### config.mk
export PLATFORM = sky130hd
export DESIGN_NAME = fx_seq
export DESIGN_NICKNAME = d
export VERILOG_FILES = /design/src/rtl/fx_seq.sv
export SDC_FILE = /design/constraint.sdc
export NUM_CORES = 1
export LEC_CHECK = 0
export CELL_PAD_IN_SITES_DETAIL_PLACEMENT = 0
export CELL_PAD_IN_SITES_GLOBAL_PLACEMENT = 2
export CORE_UTILIZATION = 32
export CTS_CLUSTER_DIAMETER = 100
export DETAILED_ROUTE_END_ITERATION = 8
export GPL_ROUTABILITY_DRIVEN = 1
export PLACE_DENSITY = 0.91
export SYNTH_ARGS = -nofsm -noshare
export SYNTH_HDL_FRONTEND = slang
export SYNTH_SLANG_ARGS = --single-unit
### constraint.sdc
create_clock -name clk -period 2.4 [get_ports clk]
set_input_delay 0.24 -clock clk [delete_from_list [all_inputs] [get_ports clk]]
set_output_delay 0.24 -clock clk [all_outputs]
set_load 0.05 [all_outputs]
### src/rtl/fx_seq.sv
// fx_seq: sequences (x*x+y)*x, x*y, x+y or a qNaN through a shared FP32 multiplier and adder
module fx_seq #(
  parameter int MUL_LAT = 5,
  parameter int ADD_LAT = 7
) (
  input  logic        clk,
  input  logic        rst,
  input  logic        clk_en,
  input  logic        start,
  input  logic [1:0]  n,
  input  logic [31:0] dataa,
  input  logic [31:0] datab,
  output logic [31:0] result,
  output logic        done,
  output logic        busy,
  output logic [31:0] mul_a,
  output logic [31:0] mul_b,
  input  logic [31:0] mul_r,
  output logic [31:0] add_a,
  output logic [31:0] add_b,
  input  logic [31:0] add_r
);
  localparam int LMAX = MUL_LAT > ADD_LAT ? MUL_LAT : ADD_LAT;
  localparam int CW = LMAX > 1 ? $clog2(LMAX) : 1;
  localparam logic [CW-1:0] MC = CW'(MUL_LAT - 1);
  localparam logic [CW-1:0] AC = CW'(ADD_LAT - 1);
  localparam logic [31:0] QNAN = 32'h7FC00000;
  typedef enum logic [2:0] {IDLE, MUL1, ADD, MUL2, FIN} state_t;
  state_t state;
  logic [CW-1:0] cnt;
  logic [31:0] x, y;
  logic chain;
  logic last;
  assign last = cnt == '0;
  // sequencer: each unit's operands are held for its full latency, the unit output is taken on the last cycle
  always_ff @(posedge clk or negedge rst) begin
    if (!rst) begin
      state  <= IDLE;
      cnt    <= '0;
      x      <= '0;
      y      <= '0;
      chain  <= 1'b0;
      result <= '0;
      done   <= 1'b0;
      busy   <= 1'b0;
      mul_a  <= '0;
      mul_b  <= '0;
      add_a  <= '0;
      add_b  <= '0;
    end else if (clk_en) begin
      case (state)
        IDLE: if (start) begin
          x     <= dataa;
          y     <= datab;
          chain <= n == 2'd0;
          busy  <= 1'b1;
          case (n)
            2'd0: begin state <= MUL1; cnt <= MC; mul_a <= dataa; mul_b <= dataa; end
            2'd1: begin state <= MUL2; cnt <= MC; mul_a <= dataa; mul_b <= datab; end
            2'd2: begin state <= ADD;  cnt <= AC; add_a <= dataa; add_b <= datab; end
            2'd3: begin state <= FIN;  result <= QNAN; done <= 1'b1; end
          endcase
        end
        MUL1: if (last) begin
          state <= ADD;
          cnt   <= AC;
          mul_a <= '0;
          mul_b <= '0;
          add_a <= mul_r;
          add_b <= y;
        end else cnt <= cnt - 1'b1;
        ADD: if (last) begin
          add_a <= '0;
          add_b <= '0;
          if (chain) begin
            state <= MUL2;
            cnt   <= MC;
            mul_a <= add_r;
            mul_b <= x;
          end else begin
            state  <= FIN;
            result <= add_r;
            done   <= 1'b1;
          end
        end else cnt <= cnt - 1'b1;
        MUL2: if (last) begin
          state  <= FIN;
          mul_a  <= '0;
          mul_b  <= '0;
          result <= mul_r;
          done   <= 1'b1;
        end else cnt <= cnt - 1'b1;
        FIN: begin
          state <= IDLE;
          done  <= 1'b0;
          busy  <= 1'b0;
        end
        default: state <= IDLE;
      endcase
    end
  end
endmodule

==> results.txt <==
- Run status: finished clean
- The detail route stage leaves a number of antenna-violating nets equal to 0.
- Post-synth top area cell: sky130_fd_sc_hd__dfrtp_1
- At the end of routability-driven placement, the weighted congestion stood at about 0.8.
- The critical path goes through inv_1 > ha_1 > nand2b_1 > a21oi_1 > o221a_2 > buf_12 > mux2_1.
- DRC: 0
- CP startpoint kind: register
- sky130_fd_sc_hd__dfrtp_1 is the most common cell in the netlist.
- Setup Slack @ Placement: between 50 and 60 ps
- In this run, distinct cell masters in the synthesized netlist total 44.
- The tool flagged a number of max-cap violations equal to 0.
* Clock latency on the worst-skew pair: 540 ps
- The synthesized netlist occupies a cell area of 0.0123 mm^2.
- The synthesized netlist devotes 19.9% of its cell area to compound gates.
* Nature of the critical path endpoint: register
* Number of buffers created by CTS: 27
- Buffers added on ports: approximately 300
- Dividing total power by cell area gives a power density of around 1600 mW/mm^2.
- Detailed routing inserted a total of roughly 10k vias.
- Number of antenna violations at the first check in global routing: 2
- Count of clock tree sinks: about 230
- In the synthesized netlist the dominant register cell turns out to be sky130_fd_sc_hd__dfrtp_1.
* Detailed-routing iteration count for the pre-antenna-repair pass: 5
* Startpoint of the most critical register-to-register path: cnt[0]
- The number of global-route vias before repair is around 10k.
- The synthesized netlist devotes approximately 4.5% of its cell area to simple gates.
* Fraction of post-synthesis cell area in the top cell type by area: between 40% and 50%
* Post-synth EDFFs: 0
- Standard-cell rows: 71
* Proportion of layout cells with a drive suffix above 1: approximately 18%
- CTS built an H-tree with a depth of 1.
- Of the total synthesized cell area, the portion taken by XOR and XNOR cells is 0.0715%.
- Number of nets in the layout: 1493
* End of the worst register-to-register path: result[17]
- In this run the count of I/O pins placed on the die edge is between 200 and 300.
- TritonCTS built the clock tree.
* Worst supply voltage drop on vdd: roughly 0.97 mV
* Number of endpoints failing setup at the final stage: 0
- Fill cells in the final layout number between 3k and 4k.
- Delay of the slowest critical-path stage: 370 ps
* Clock edge transition at the registers on the reported setup and hold paths: roughly 60 ps
- From synthesis to final layout, the design area changed by 36.8%.
- Leakage power of the design: approximately 0.007 uW
- Clock skew on the completed layout was measured at 18.0 ps.
- The critical path is of the register to register type.
- Together, buffers and inverters on the worst path number 2.
* Master of the slowest instance on the critical path: sky130_fd_sc_hd__dfrtp_1
- After the first detailed-routing iteration, the DRC count stood at between 700 and 800.
* Post-route non-filler standard cell count: around 1.9k
- Starting Density: between 30% and 40%
- Counting flops with an async set or reset pin after synthesis yields a share of between 90% and 100%.
- Measured in cells, the most critical reg-to-reg path has a length of 7.
- The final critical path takes up between 80% and 90% of the cycle.
* Setup slack of the most critical reg-to-reg path: approximately 250 ps
* Drt total wl: approximately 41000 um
* Core region area: roughly 0.038 mm^2
- In this design, the largest share of critical-path delay is due to compound AO/OA/AOI/OAI gates.
- The number of hold violations in the final report came to 0.
- Timing would allow up to 465 MHz.
* Slew @ Worst Pin: just under 800 ps
- Summed over all failing endpoints, the final setup total negative slack is 0 ps.
- The synthesized design contains 233 register bits.
- Count of pins over their slew limit: 0
* Share of synthesized cell area in full adder, half adder and majority cells: 0.817%
- Worst Hold Class: input port to async pin
* Area of the die: ~0.04 mm^2
- Maximum buffer depth of the clock tree: 3
* Relative slew slack: between 40 and 50%
* Die Y-Extent: 198 um
- The worst path meets setup with ~250 ps of slack.
* Combinational family with the most area after synthesis: multiplexers
- Synthesized area divided by synthesized cell count: 11.3 um^2
- Sequential elements use between 40% and 50% of the synthesized area.
* Number of nets in the synthesized netlist: around 1.2k
- Data arrival time of the critical path: 2550 ps
- During synthesis, Yosys emitted a total of 0 warnings.
- Detailed placer's ending HPWL: between 20000 and 30000 um
* Worst-path maximum fanout: 28
- In this run the cell area measured after placement is approximately 0.016 mm^2.
- Sorting the synthesized cells by area gives the leading types as sky130_fd_sc_hd__dfrtp_1 48%, sky130_fd_sc_hd__mux2_4 9.8%, sky130_fd_sc_hd__mux2_2 6.7%.
- Worst hold margin: approximately 260 ps
* Mux share of post-synthesis cell area: between 20% and 30%
* First-pass GRT wire length: ~63000 um
* Fin crit period: roughly 2100 ps
* Global-route total usage across every layer: a little over a fifth
* Die outline width: a little under 200 um
- Setup repair after global routing missed its margin: false
* Average via count per standard cell: roughly 5.3
- STA puts the critical path data required time at ~2800 ps.
* Wire per inst: between 20 and 25 um
- Entering global routing, the biggest net connects 66 pins.
- In this run, placement finished with an instance count of ~1.8k.
- Layout Cell Area excl Fill: approximately 0.017 mm^2
- Counting every instance in the synthesized netlist gives roughly 1.1k.
- By count the netlist is led by 233 x sky130_fd_sc_hd__dfrtp_1, 132 x sky130_fd_sc_hd__a21oi_1, 96 x sky130_fd_sc_hd__a22oi_1, 80 x sky130_fd_sc_hd__mux2_4, 78 x sky130_fd_sc_hd__nand2_1.
* Total of cells resized after clock tree synthesis: 0
* Root buffer cell: sky130_fd_sc_hd__clkbuf_16
- After global routing the overflow that remains totals 0.
## final cells by class
class                   count  area (um^2)  share of cell area [%]
well taps                 511          639                    3.81
clock buffers              37          723                    4.31
multi-input cells         740         5920                    35.3
clock inverters             9          111                   0.664
repair buffers            343         3510                    20.9
flip-flops and latches    233         5840                    34.8
diodes                      2         5.00                  0.0298
inverters                   6         22.5                   0.134
## stage by stage
stage          util, %  power (uW)
6_report          44.5       26900
5_1_grt           44.5       28300
4_1_cts           44.5       27100
3_5_place_dp      42.3       23000
3_3_place_gp      42.3       22800
2_1_floorplan        -       17600
## registers in the layout, indices dropped and copies added, names as in the netlist
register  cells
add_a        32
add_b        32
busy          1
chain         1
cnt           3
done          1
mul_a        32
mul_b        32
result       32
state         3
x            32
y            32
## layout by cell type (no fill, tap or decap), drive strengths merged, types with 3 or more instances in the layout
| cell | n |
|---|---|
| a21o | 3 |
| clkinv | 4 |
| clkbuf | 37 |
| mux2 | 162 |
| nand2 | 78 |
| nand2b | 4 |
| a22oi | 96 |
| clkdlybuf4s50 | 294 |
| a21oi | 132 |
| o22ai | 3 |
| nor2 | 29 |
| a22o | 65 |
| o21ai | 67 |
| inv | 7 |
| dfrtp | 233 |
| nor3 | 4 |
| ha | 8 |
| mux2i | 65 |
| buf | 48 |
## what timing repair did
action                     CTS  global route
hold buffers                 1             0
setup buffers                0             0
hold endpoints to repair    58             0
setup endpoints to repair    0             0
## per-layer routing
metal  up-vias  wire length, um  GRT usage, %
met4         0             1120          6.60
met5         -                0             0
met1      5077            18400          28.9
met2       349            19300          33.5
li1       4537                -             -
met3        65             2510          3.27
## worst register-to-register path: cells and delay by family (launching register included)
family,cells,cell delay [ps]
AOI/OAI and AO/OA,2,470
adders and majority gates,1,200
buffers and inverters,2,350
DFF,1,370
muxes,1,390
and+or+nand+nor,1,250
## power breakdown
group	leakage, uW	total [uW]	internal (uW)	switching (uW)
combinational	0.00394	16000	6290	9700
sequential	0.00282	6940	5750	1190
clock	0.000400	4010	2320	1690
## worst max-delay path by stage
stage	start	to	slack, ps	depth (start not counted)
6_report	cnt[0]	result[17]	250	7
4_1_cts	cnt[0]	result[17]	250	7
3_5_place_dp	n[0]	mul_b[3]	50	8
5_1_grt	cnt[0]	result[17]	110	7
2_1_floorplan	cnt[0]	mul_a[0]	590	8
3_3_place_gp	n[0]	mul_b[3]	70	8
## cells by family after synthesis
family / after synthesis
compound gates: 378
flops: 233
mux: 227
simple gates: 126
buf+inv: 110
fa+ha+maj: 8
xor+xnor: 1
(Power assumes the default switching activity.)
